File: config.mk
export PLATFORM = sky130hd
export DESIGN_NAME = future_round_ctrl
export DESIGN_NICKNAME = d
export VERILOG_FILES = /design/src/rtl/future_round_ctrl.sv
export SDC_FILE = /design/constraint.sdc
export NUM_CORES = 1
export LEC_CHECK = 0
export ABC_CLOCK_PERIOD_IN_PS = 4380
export CAP_MARGIN = 20
export CORE_MARGIN = 3
export CORE_UTILIZATION = 30
export DETAILED_ROUTE_END_ITERATION = 7
export MAX_ROUTING_LAYER = met4
export PLACE_DENSITY = 0.71
export SLEW_MARGIN = 40
export SYNTH_ARGS = -nofsm -noshare
export SYNTH_HDL_FRONTEND = slang
export SYNTH_SLANG_ARGS = --single-unit
File: constraint.sdc
create_clock -name clk -period 4.38 [get_ports clk]
set_input_delay 0.438 -clock clk [delete_from_list [all_inputs] [get_ports clk]]
set_output_delay 0.438 -clock clk [all_outputs]
set_load 0.02 [all_outputs]
File: src/rtl/future_round_ctrl.sv
// future_round_ctrl: round sequencer for the FUTURE 64-bit block cipher.
// Holds the cipher state. Steps it through key whitening and then NUM_ROUNDS rounds
// of the external combinational datapath. Returns the ciphertext over valid/ready.
// Optional feature: define FUTURE_CTRL_ABORT_EN to add a synchronous `abort` input.
// That input drops an in-flight block and returns the controller to IDLE.
module future_round_ctrl #(
  parameter int STATE_W    = 64,
  parameter int NUM_ROUNDS = 10,
  parameter int RND_W      = 4
) (
  input  logic               clk,
  input  logic               rst_n,
  input  logic               pt_valid,
  output logic               pt_ready,
  input  logic [STATE_W-1:0] pt_data,
  output logic [STATE_W-1:0] dp_state,
  input  logic [STATE_W-1:0] dp_result,
  output logic               dp_whiten,
  output logic               dp_last,
  output logic [RND_W-1:0]   dp_round,
  output logic               key_step,
  output logic               ct_valid,
  input  logic               ct_ready,
  output logic [STATE_W-1:0] ct_data,
  output logic               busy
`ifdef FUTURE_CTRL_ABORT_EN
  ,
  input  logic               abort
`endif
);

  typedef enum logic [1:0] {
    S_IDLE   = 2'd0,
    S_WHITEN = 2'd1,
    S_ROUND  = 2'd2,
    S_DONE   = 2'd3
  } fsm_t;

  localparam logic [RND_W-1:0] FIRST_RND = RND_W'(1);
  localparam logic [RND_W-1:0] LAST_RND  = RND_W'(NUM_ROUNDS);

  fsm_t               fsm_r;
  logic [STATE_W-1:0] state_r;
  logic [RND_W-1:0]   ctr_r;
  logic               abort_s;

`ifdef FUTURE_CTRL_ABORT_EN
  assign abort_s = abort;
`else
  assign abort_s = 1'b0;
`endif

  // The datapath and the ciphertext port both see the state register directly.
  assign dp_state = state_r;
  assign ct_data  = state_r;

  // Sequencer FSM. Every output is registered from the state being entered,
  // so the outputs line up with the cycle that state is active.
  always_ff @(posedge clk or negedge rst_n) begin
    if (!rst_n) begin
      fsm_r     <= S_IDLE;
      state_r   <= '0;
      ctr_r     <= '0;
      pt_ready  <= 1'b1;
      busy      <= 1'b0;
      ct_valid  <= 1'b0;
      key_step  <= 1'b0;
      dp_whiten <= 1'b0;
      dp_last   <= 1'b0;
      dp_round  <= '0;
    end else if (abort_s && (fsm_r != S_IDLE)) begin
      // A dropped block leaves no partial state behind.
      fsm_r     <= S_IDLE;
      state_r   <= '0;
      ctr_r     <= '0;
      pt_ready  <= 1'b1;
      busy      <= 1'b0;
      ct_valid  <= 1'b0;
      key_step  <= 1'b0;
      dp_whiten <= 1'b0;
      dp_last   <= 1'b0;
      dp_round  <= '0;
    end else begin
      case (fsm_r)
        S_IDLE: begin
          if (pt_valid) begin
            fsm_r     <= S_WHITEN;
            state_r   <= pt_data;
            ctr_r     <= '0;
            pt_ready  <= 1'b0;
            busy      <= 1'b1;
            key_step  <= 1'b1;
            dp_whiten <= 1'b1;
            dp_last   <= 1'b0;
            dp_round  <= '0;
          end else begin
            ctr_r <= '0;
          end
        end
        S_WHITEN: begin
          fsm_r     <= S_ROUND;
          state_r   <= dp_result;
          ctr_r     <= FIRST_RND;
          key_step  <= 1'b1;
          dp_whiten <= 1'b0;
          dp_last   <= (FIRST_RND == LAST_RND);
          dp_round  <= FIRST_RND;
        end
        S_ROUND: begin
          state_r <= dp_result;
          if (ctr_r == LAST_RND) begin
            // The counter stops at the final round. It is cleared again on the way back to IDLE.
            fsm_r    <= S_DONE;
            key_step <= 1'b0;
            dp_last  <= 1'b0;
            dp_round <= '0;
            ct_valid <= 1'b1;
          end else begin
            ctr_r    <= ctr_r + FIRST_RND;
            key_step <= 1'b1;
            dp_last  <= ((ctr_r + FIRST_RND) == LAST_RND);
            dp_round <= ctr_r + FIRST_RND;
          end
        end
        S_DONE: begin
          if (ct_ready) begin
            fsm_r    <= S_IDLE;
            ctr_r    <= '0;
            ct_valid <= 1'b0;
            busy     <= 1'b0;
            pt_ready <= 1'b1;
          end else begin
            ct_valid <= 1'b1;
          end
        end
        default: begin
          fsm_r     <= S_IDLE;
          state_r   <= '0;
          ctr_r     <= '0;
          pt_ready  <= 1'b1;
          busy      <= 1'b0;
          ct_valid  <= 1'b0;
          key_step  <= 1'b0;
          dp_whiten <= 1'b0;
          dp_last   <= 1'b0;
          dp_round  <= '0;
        end
      endcase
    end
  end

endmodule
Word level (Yosys, flattened, before mapping)
Index checks and enable logic that the tools add are counted.

Multiplexer cells: 26. Equality and inequality tests: 9. Add/sub/neg operators: 1. Reduce and logical (&&, ||, !) cells: 14.

Operator list (count): $pmux 64 s2 (1); $mux 64 (1); $mux 4 (4); $pmux 4 s4 (1); $pmux 4 s3 (1); $reduce_and 2->1 (5); $eq 4x4->1 const B (2); $mux 1 (8); $ne 2x2->1 const B (4); $pmux 1 s2 (4); $pmux 2 s4 (1); $reduce_bool 2->1 (4); $mux 2 (3); $pmux 1 s3 (2); $reduce_and 3->1 (2); $add 4x1->4 const B (1); $eq 2x2->1 const B (2); $reduce_bool 3->1 (1); $eq 2x1->1 const B (1); $logic_not 2->1 (1); $reduce_or 2->1 (1).

Input port bits: 132. Logic and storage cells: 60. Output and inout port bits: 138. Register bits after elaboration: 80.

Logic depth before layout (Yosys ltp)
Gate-level depths: netlist of run 1.

Depth after elaboration: 4. Gate-level depth with buffers: 9. Gate-level depth less buffers: 5.

Worst setup path before layout of run 1
OpenSTA, ideal clock, no wires.

Path kind: reg2reg. From: reg fsm_r[0]. To: reg state_r[10] (netlist: ct_data[10]). Stages on the path, launching flop included: 10. Library setup time: 76 ps. Path slack: 2782 ps. Data required time: 4304 ps. Arrival: 1521 ps. Path buffers: 4. Clock period less this slack: 1598 ps. Cell sequence: dfrtp_1 > inv_1 > ha_1 > buf_2 > mux2i_1 > buf_6 > buf_6 > buf_6 > nand2_1 > o21ai_1.

Longest elaborated chain between the ends: 4. Elaborated cells on any way between the ends: 8. Classes of those cells: eq/ne (3); mux (1); reduce/logical (4).

RTL lines: start: declaration (line 42) `fsm_t fsm_r;`; start signal: assignment (line 61) `fsm_r <= S_IDLE;`; start signal: assignment (line 73) `fsm_r <= S_IDLE;`; start signal: assignment (line 87) `fsm_r <= S_WHITEN;`; $eq 2x2->1 or $eq 2x1->1 (tied branches) (line 84) `case (fsm_r)`; $reduce_or 2->1 (no source line); $reduce_bool 2->1 (no source line); $reduce_and 2->1 (no source line); end signal: assignment (line 88) `state_r <= pt_data;`; end signal: assignment (line 102) `state_r <= dp_result;`; end signal: assignment (line 110) `state_r <= dp_result;`; end: declaration (line 43) `logic [STATE_W-1:0] state_r;`.

Parallel ways exist; a longest one is shown, timed or not. A chain may end at the register's enable or synchronous reset.

Worst setup path in the final report of run 1
From: reg fsm_r[0]. To: reg state_r[44] (netlist: ct_data[44]).

Same word-level chain as after synthesis.

==> results of run 1 <==
synthesized netlist by cell type, types with 2 or more instances:
master / instances
clkbuf_2: 3
nand2_1: 70
nand3_1: 2
a21oi_1: 5
buf_6: 5
inv_1: 5
o31ai_1: 3
nor3_1: 2
buf_4: 65
dfrtp_1: 79
nor2_1: 3
a22o_1: 2
nand4b_1: 2
o21ai_0: 49
buf_2: 14
mux2_2: 2
nor2b_1: 3
ha_1: 7
mux2i_1: 67
nor3b_1: 2
o21ai_1: 20
o2bb2ai_1: 2
nand2b_1: 3
worst max-delay path, cell delays in order (launching register included):
cell and delay (ns):
dfrtp_1 0.40, inv_1 0.11, ha_4 0.72, buf_4 0.57
mux2i_1 0.27, o21ai_0 0.09
flip-flops by register name (all words and copies together), names as in the netlist:
name and cells:
dp_whiten 1, pt_ready 1, ctr_r 4, ct_valid 1
key_step 1, dp_round 4, ct_data 64, busy 1
dp_last 1, fsm_r 2
report_power, final:
part,switching [mW],internal (mW),total [mW]
registers,0.313,1.12,1.43
logic,2.12,1.83,3.95
clock network,0.286,0.410,0.695
area by class of cell:
cell class | instances | area [um2] | area share [%]
timing repair buffer | 272 | 2720 | 39.1
sequential | 80 | 2000 | 28.8
multi-input combinational | 258 | 1720 | 24.7
clock buffer | 12 | 256 | 3.69
tap | 180 | 225 | 3.24
inverter | 5 | 18.8 | 0.270
clock inverter | 3 | 17.5 | 0.252
metal layers:
layer / vias up / wire length [um] / track usage (%)
met5: - / 0 / -
met3: 12 / 872 / 4.00
met4: 0 / 152 / 4.16
li1: 1800 / - / -
met1: 1771 / 5310 / 19.0
met2: 171 / 6650 / 27.9
cell usage in the layout, fill, tap and decap left out, drive strengths merged, types with 4 or more instances in the layout:
cell and instances:
clkdlybuf4s50 268, ha 7, clkbuf 12, nand2 70, inv 5, a21oi 5
o21ai 69, buf 4, mux2i 67, dfrtp 79
logic make-up after synthesis:
group,after synthesis,synth area share [%]
buf+inv,94,15.1
compound gates,87,11.1
simple gates,94,9.57
fa+ha+maj,7,2.01
mux,69,15.9
flops,80,46.0
xor+xnor,1,0.201
path summary, 6_finish.rpt:
path | from | endpoint | slack (ns) | cells after the start
worst max-delay path | fsm_r[0] | ct_data[44] | 2.02 | 5
worst min-delay path | rst_n | ct_valid | 0.13 | 1
worst max register to register | fsm_r[0] | ct_data[44] | 2.02 | 5
worst min register to register | dp_round[2] | dp_round[2] | 0.50 | 1
max in group asynchronous | rst_n | ct_data[33] | 3.72 | 1
min in group clk | dp_round[2] | dp_round[2] | 0.50 | 1
==> impl_metrics.yaml, run 1 <==
global_routing:
  gr-total-overflow: 0
  grt_pass1_wl_um: 20300
  grt.total_usage_pct: 16.2
  first_global_vias: 3949
  antenna_found_initial: 0
  grt_max_degree: 81
clocking:
  cts.sinks: 80
  cts_tree: "built"
  cts.path.max_buffers: 2
  cts_setup_buffers: 0
  cts.reportedPaths.clkPinSlew_ns: 0.06
  numCtsBuffers: 9
  cts_root_buf: "clkbuf_16"
  clk_latency_ns: 0.33
  cts_resized: 0
  h-tree-depth: 3
  cts_hold_buf: 0
yosys:
  yosysWarnings: 0
  synth_top_cell_by_area: "dfrtp_1"
  synth_cell_types: 40
  synth-edff-count: 0
  synth_area_leaders: "dfrtp_1 45%, mux2i_1 15%, buf_4 11%, nand2_1 6.0%, o21ai_0 5.6%"
  synth_top_area_share_pct: 45.4
  synthArstFlopShare_pct: 100
  syn_nets: 571
  syn_inst: 432
  syn_area_um2: 4350
  synthFlopType: "dfrtp_1"
  ys_ff_latch: 80
  ys_seq_area_share_pct: 46.0
  synth_area_per_cell_um2: 10.1
sta:
  min_period_ns: 2.36
  fin_worst_skew_ns: 0.00483
  fin_crit_sh_pct: 53.9
  finalHoldViolCount: 0
  rsz0062_at_grt: "false"
  report.final.slew_viol_count: 0
  relSlewSlack_pct: 51.0
  final.setup.worst_slack_ns: 2.02
  fmax_mhz: 424
  setup_viol: 0
  fin_setup_tns_ns: 0
  timing.hold.ws_ns: 0.135
  tightest_slew_ns: 0.734
critical_path:
  crit_arrival_ns: 2.55
  cp.required_ns: 4.57
  worstSetupPathType: "flip-flop to flip-flop"
  setup.worst_path.end_class: "flip-flop"
  startpoint_type: "flip-flop"
  cp_max_fo: 41
finish:
  fin_util_pct: 49.5
  drive_above_1_share_pct: 3.81
  final_cell_area_um2: 6950
  fillers: 1272
  fin_cells: 810
  insertedDiodeCount: 0
  fin_nets: 765
  areaGrowthSynthToFinish_pct: 59.7
route:
  vias_per_cell: 4.63
  drtIter0Drc: 158
  via_count: 3754
  wl_per_cell_um: 16.0
  drc_errors: 0
  totalWireLength_um: 13000
  antenna_left: 0
  dr.pass1.iters: 4
placement:
  dp_cells: 795
  hpwl_um: 9850
  io_buffers: 269
  globalplace.congestion: 0.807
  place_area_um2: 6680
  dpl_worst_slack_ns: 1.98
die:
  start_util_pct: 31.0
  die-area_um2: 16000
  die_x_um: 126
  rows: 43
  die_y_um: 126
  ioPinCount: 270
  core-area_um2: 14000
pwr:
  leakagePower_nw: 2.96
  ir_worst_vdd_v: 0.000558
  p_per_area_nw_per_um2: 874
  finalPower_mw: 6.07
hold_path:
  hold_class: "input pin to asynchronous set/reset pin"
status:
  status: "finished, final reports clean"
flow_run:
  max-cap-violations: 0
Note: power is estimated with default switching activity, not from simulation.
==> run 2, diff against run 1 <==
ABC_CLOCK_PERIOD_IN_PS = 2400   (was 4380)
clock period = 2.4 ns   (was 4.38 ns; I/O delays follow)
==> run 2 against run 1 <==
Critical path depth unchanged. Sequential share of layout area down 0.19 points. Power up 84%. Via count down 1.2%. Register-to-register slack worse by 1.6 ns. Critical endpoint is now ct_data[51]. Worst setup slack worse by 1.6 ns. Design area up 0.65%. Die area unchanged.
==> impl_metrics.yaml, run 2 (synthesis gave the netlist of run 1 again) <==
critical_path:
  startpoint_type: "flip-flop"
  cp_max_fo: 76
  worstSetupPathType: "flip-flop to flip-flop"
  cp.required_ns: 2.58
  crit_arrival_ns: 2.16
  setup.worst_path.end_class: "flip-flop"
pwr:
  p_clk_share_pct: 11.7
  p_per_area_nw_per_um2: 1590
  ir_worst_vdd_v: 0.000758
  p_comb_share_pct: 64.9
  p_sw_share_pct: 44.5
  leakagePower_nw: 2.97
  internal_power_mw: 6.19
  finalPower_mw: 11.2
  p_sw_mw: 4.97
  pwr-share-seq_pct: 23.3
route:
  antenna_left: 0
  via_count: 3709
  dr.pass1.iters: 4
  drtIter0Drc: 142
  totalWireLength_um: 12700
  drc_errors: 0
  wl_per_cell_um: 15.6
  vias_per_cell: 4.56
sta:
  fin_crit_sh_pct: 82.6
  fin_setup_tns_ns: 0
  report.final.slew_viol_count: 0
  fin_worst_skew_ns: 0.00742
  fmax_mhz: 504
  rsz0062_at_grt: "false"
  relSlewSlack_pct: 50.6
  setup_viol: 0
  tightest_slew_ns: 0.740
  finalHoldViolCount: 0
  min_period_ns: 1.98
placement:
  globalplace.congestion: 0.797
  hpwl_um: 9920
  io_buffers: 269
die:
  die-area_um2: 16000
  ioPinCount: 270
  die_y_um: 126
  start_util_pct: 31.0
  die_x_um: 126
  rows: 43
  core-area_um2: 14000
global_routing:
  grtUsageMet1_pct: 18.5
  grt.busiest_layer: "met2"
  gr-total-overflow: 0
  met3_usage_pct: 3.41
  first_global_vias: 3925
  use_met2_pct: 27.8
  grt.total_usage_pct: 16.2
  grt_pass1_wl_um: 20300
  antenna_found_initial: 0
  grt_max_degree: 81
clocking:
  cts_tree: "built"
  h-tree-depth: 3
  clk_latency_ns: 0.33
  numCtsBuffers: 9
  cts.sinks: 80
  cts_setup_buffers: 0
  cts_root_buf: "clkbuf_16"
  cts.reportedPaths.clkPinSlew_ns: 0.06
  cts.path.max_buffers: 2
finish:
  areaGrowthSynthToFinish_pct: 60.8
  regArea_um2: 2000
  insertedDiodeCount: 0
  drive_above_1_share_pct: 4.42
  multi_input_comb_area_um2: 1720
  fin_util_pct: 49.8
  layout_commonest_cell: "clkdlybuf4s50_1"
  fillers: 1252
  largest_register_ff_count: 64
  final_cell_mix: "268 x clkdlybuf4s50_1, 79 x dfrtp_1, 70 x nand2_1"
  fin_nets: 768
flow_run:
  max-cap-violations: 0
status:
  status: "finished, final reports clean"
hold_path:
  hold_class: "input pin to asynchronous set/reset pin"
-- run 2: final cells by class --
| class | instances | area share [%] |
|---|---|---|
| inverter | 5 | 0.268 |
| multi-input combinational | 258 | 24.5 |
| clock buffer | 12 | 3.81 |
| sequential | 80 | 28.6 |
| tap | 180 | 3.22 |
| timing repair buffer | 275 | 39.2 |
| clock inverter | 4 | 0.393 |
-- run 2: repair_timing --
item                      4_1_cts  5_1_grt
gates resized for setup         0        0
hold buffers                    1        0
hold endpoints to repair       79        0
-- run 2: power groups by stage --
| stage | clock, mW | combinational, mW | sequential [mW] |
|---|---|---|---|
| detailed placement | 0 | 7.35 | 2.63 |
| global placement | 0 | 7.19 | 2.60 |
| global route | 1.42 | 7.86 | 2.71 |
| finish | 1.31 | 7.24 | 2.60 |
| CTS | 1.35 | 7.35 | 2.63 |
| floorplan | 0 | 4.45 | 3.19 |
-- run 2: final timing paths --
kind	from	to	slack (ns)	cells after the start
worst max-delay path	fsm_r[0]	ct_data[51]	0.42	5
worst min-delay path	rst_n	dp_round[0]	0.49	2
worst max register to register	fsm_r[0]	ct_data[51]	0.42	5
worst min register to register	dp_round[3]	dp_round[3]	0.51	2
max in group asynchronous	rst_n	ct_data[27]	1.36	2
min in group clk	dp_round[3]	dp_round[3]	0.51	2
-- run 2: stage by stage --
| stage | hold slack (ns) | instance area, um2 | instances | setup slack, ns |
|---|---|---|---|---|
| 2_1_floorplan | -0.0556 | 4350 | 432 | 0.802 |
| 3_5_place_dp | 0.335 | 6690 | 797 | 0.390 |
| 3_3_place_gp | 0.460 | 6690 | 797 | 0.539 |
| 5_1_grt | 0.531 | 7000 | 814 | 0.236 |
| 6_report | 0.487 | 7000 | 814 | 0.417 |
| 4_1_cts | 0.514 | 7000 | 814 | 0.405 |
-- run 2: layer usage --
layer | routed length, um | vias up
li1 | - | 1802
met1 | 5060 | 1728
met2 | 6480 | 163
met3 | 870 | 16
met4 | 251 | 0
met5 | 0 | -
-- run 2: worst max-delay path, stage by stage, from the launching register on --
cell and delay [ns]:
dfrtp_1 0.41, inv_1 0.11, ha_4 0.37, mux2i_4 0.18, buf_4 0.52, o21ai_0 0.19
==> run 3, diff against run 2 <==
ABC_CLOCK_PERIOD_IN_PS = 2100   (was 2400)
clock period = 2.1 ns   (was 2.4 ns; I/O delays follow)
==> run 3 against run 2 <==
Clock skew fell by 0.00066 ns. Die area did not move. Power rose by 17%. Fmax rose by 12%. Critical endpoint is now ct_data[29].
==> impl_metrics.yaml, run 3 (synthesis gave the netlist of run 1 again) <==
clocking:
  cts.path.max_buffers: 2
  h-tree-depth: 3
  cts_setup_buffers: 0
  cts_root_buf: "clkbuf_16"
  cts.sinks: 80
  numCtsBuffers: 9
  cts_resized: 0
  clk_latency_ns: 0.33
  cts.reportedPaths.clkPinSlew_ns: 0.06
  cts_tree: "built"
die:
  die_y_um: 126
  die_x_um: 126
  start_util_pct: 31.0
  die-area_um2: 16000
  core-area_um2: 14000
  rows: 43
  ioPinCount: 270
global_routing:
  grt.total_usage_pct: 16.0
  first_global_vias: 3952
  gr-total-overflow: 0
  antenna_found_initial: 0
  grt_pass1_wl_um: 20000
  grt_max_degree: 77
finish:
  layout_commonest_cell: "clkdlybuf4s50_1"
  fin_nets: 772
  insertedDiodeCount: 0
  fin_cells: 818
  fillers: 1232
  largest_register_ff_count: 64
  drive_above_1_share_pct: 4.70
  final_cell_area_um2: 7080
  final_cell_mix: "268 x clkdlybuf4s50_1, 79 x dfrtp_1, 70 x nand2_1"
  areaGrowthSynthToFinish_pct: 62.7
  regArea_um2: 2000
  multi_input_comb_area_um2: 1720
critical_path:
  cp.required_ns: 2.30
  rrSetupSlack_ns: 0.33
  critPathBufInv: 2
  cp_slowest_stage_delay_ns: 0.48
  startpoint_type: "flip-flop"
  slowest_stage: "ha_4"
  crit_arrival_ns: 1.97
  worstSetupPathType: "flip-flop to flip-flop"
  cp_max_fo: 36
  setup.worst_path.end_class: "flip-flop"
  path_cells: "inv_1 -> ha_4 -> buf_12 -> mux2i_1 -> o21ai_0"
  critPathTopFamily: "adder cells"
route:
  via_count: 3660
  dr.pass1.iters: 4
  drc_errors: 0
  antenna_left: 0
  drtIter0Drc: 155
  wl_per_cell_um: 15.5
  totalWireLength_um: 12700
  vias_per_cell: 4.47
sta:
  rsz0062_at_grt: "false"
  fmax_mhz: 564
  min_period_ns: 1.77
  fin_worst_skew_ns: 0.00676
  relSlewSlack_pct: 66.2
  finalHoldViolCount: 0
  report.final.slew_viol_count: 0
  setup_viol: 0
  tightest_slew_ns: 0.507
  fin_crit_sh_pct: 84.4
  fin_setup_tns_ns: 0
placement:
  place_area_um2: 6770
  dp_cells: 801
  globalplace.congestion: 0.821
  hpwl_um: 9960
  io_buffers: 269
flow_run:
  max-cap-violations: 0
pwr:
  p_per_area_nw_per_um2: 1850
  ir_worst_vdd_v: 0.000826
  leakagePower_nw: 3.01
status:
  status: "finished, final reports clean"
hold_path:
  hold_class: "input pin to asynchronous set/reset pin"
## run 3: final cells by class
type                            instances  share of cell area [%]
Timing Repair Buffer                  279                    39.8
Sequential cell                        80                    28.3
Tap cell                              180                    3.18
Inverter                                5                   0.265
Clock inverter                          4                   0.760
Multi-Input combinational cell        258                    24.2
Clock buffer                           12                    3.48
## run 3: path summary, 6_finish.rpt
check,from,end,cells after the start
worst max-delay path,fsm_r[1],ct_data[29],5
max in group asynchronous,rst_n,ct_data[1],3
min in group clk,pt_data[0],ct_data[0],3
worst min register to register,ct_data[40],ct_data[40],2
worst min-delay path,rst_n,ct_valid,2
worst max register to register,fsm_r[1],ct_data[29],5
## run 3: where the power goes
group | internal (mW) | switching (mW) | total, mW
Sequential | 2.33 | 0.661 | 2.99
Clock | 0.957 | 0.619 | 1.58
Combinational | 4.05 | 4.45 | 8.50
## run 3: repair_timing
action	in CTS	in global routing
hold endpoints to repair	36	0
setup endpoints to repair	0	0
hold buffers	1	0
## run 3: worst reg2reg max path, cell delays in order (launching register included)
cell     delay [ns]
dfrtp_1        0.38
inv_1          0.11
ha_4           0.48
buf_12         0.31
mux2i_1        0.28
o21ai_0        0.10
## run 3: per-layer routing
layer	up-vias	track usage (%)	share of wire, %
met5	-	-	0
met4	0	4.61	1.4
met3	11	4.17	6.9
met2	163	27.8	51
met1	1680	18.2	40
li1	1806	-	-
## run 3: metrics by stage
step                power, mW  hold slack (ns)  utilization, %  setup slack [ns]
CTS                      13.3            0.399            50.4             0.301
finish                   13.1            0.382            50.4             0.327
detailed placement       11.7            0.211            48.2             0.296
floorplan                8.73          -0.0856               -             0.502
global placement         11.4            0.203            48.2             0.382
global route             14.0            0.425            50.4             0.195
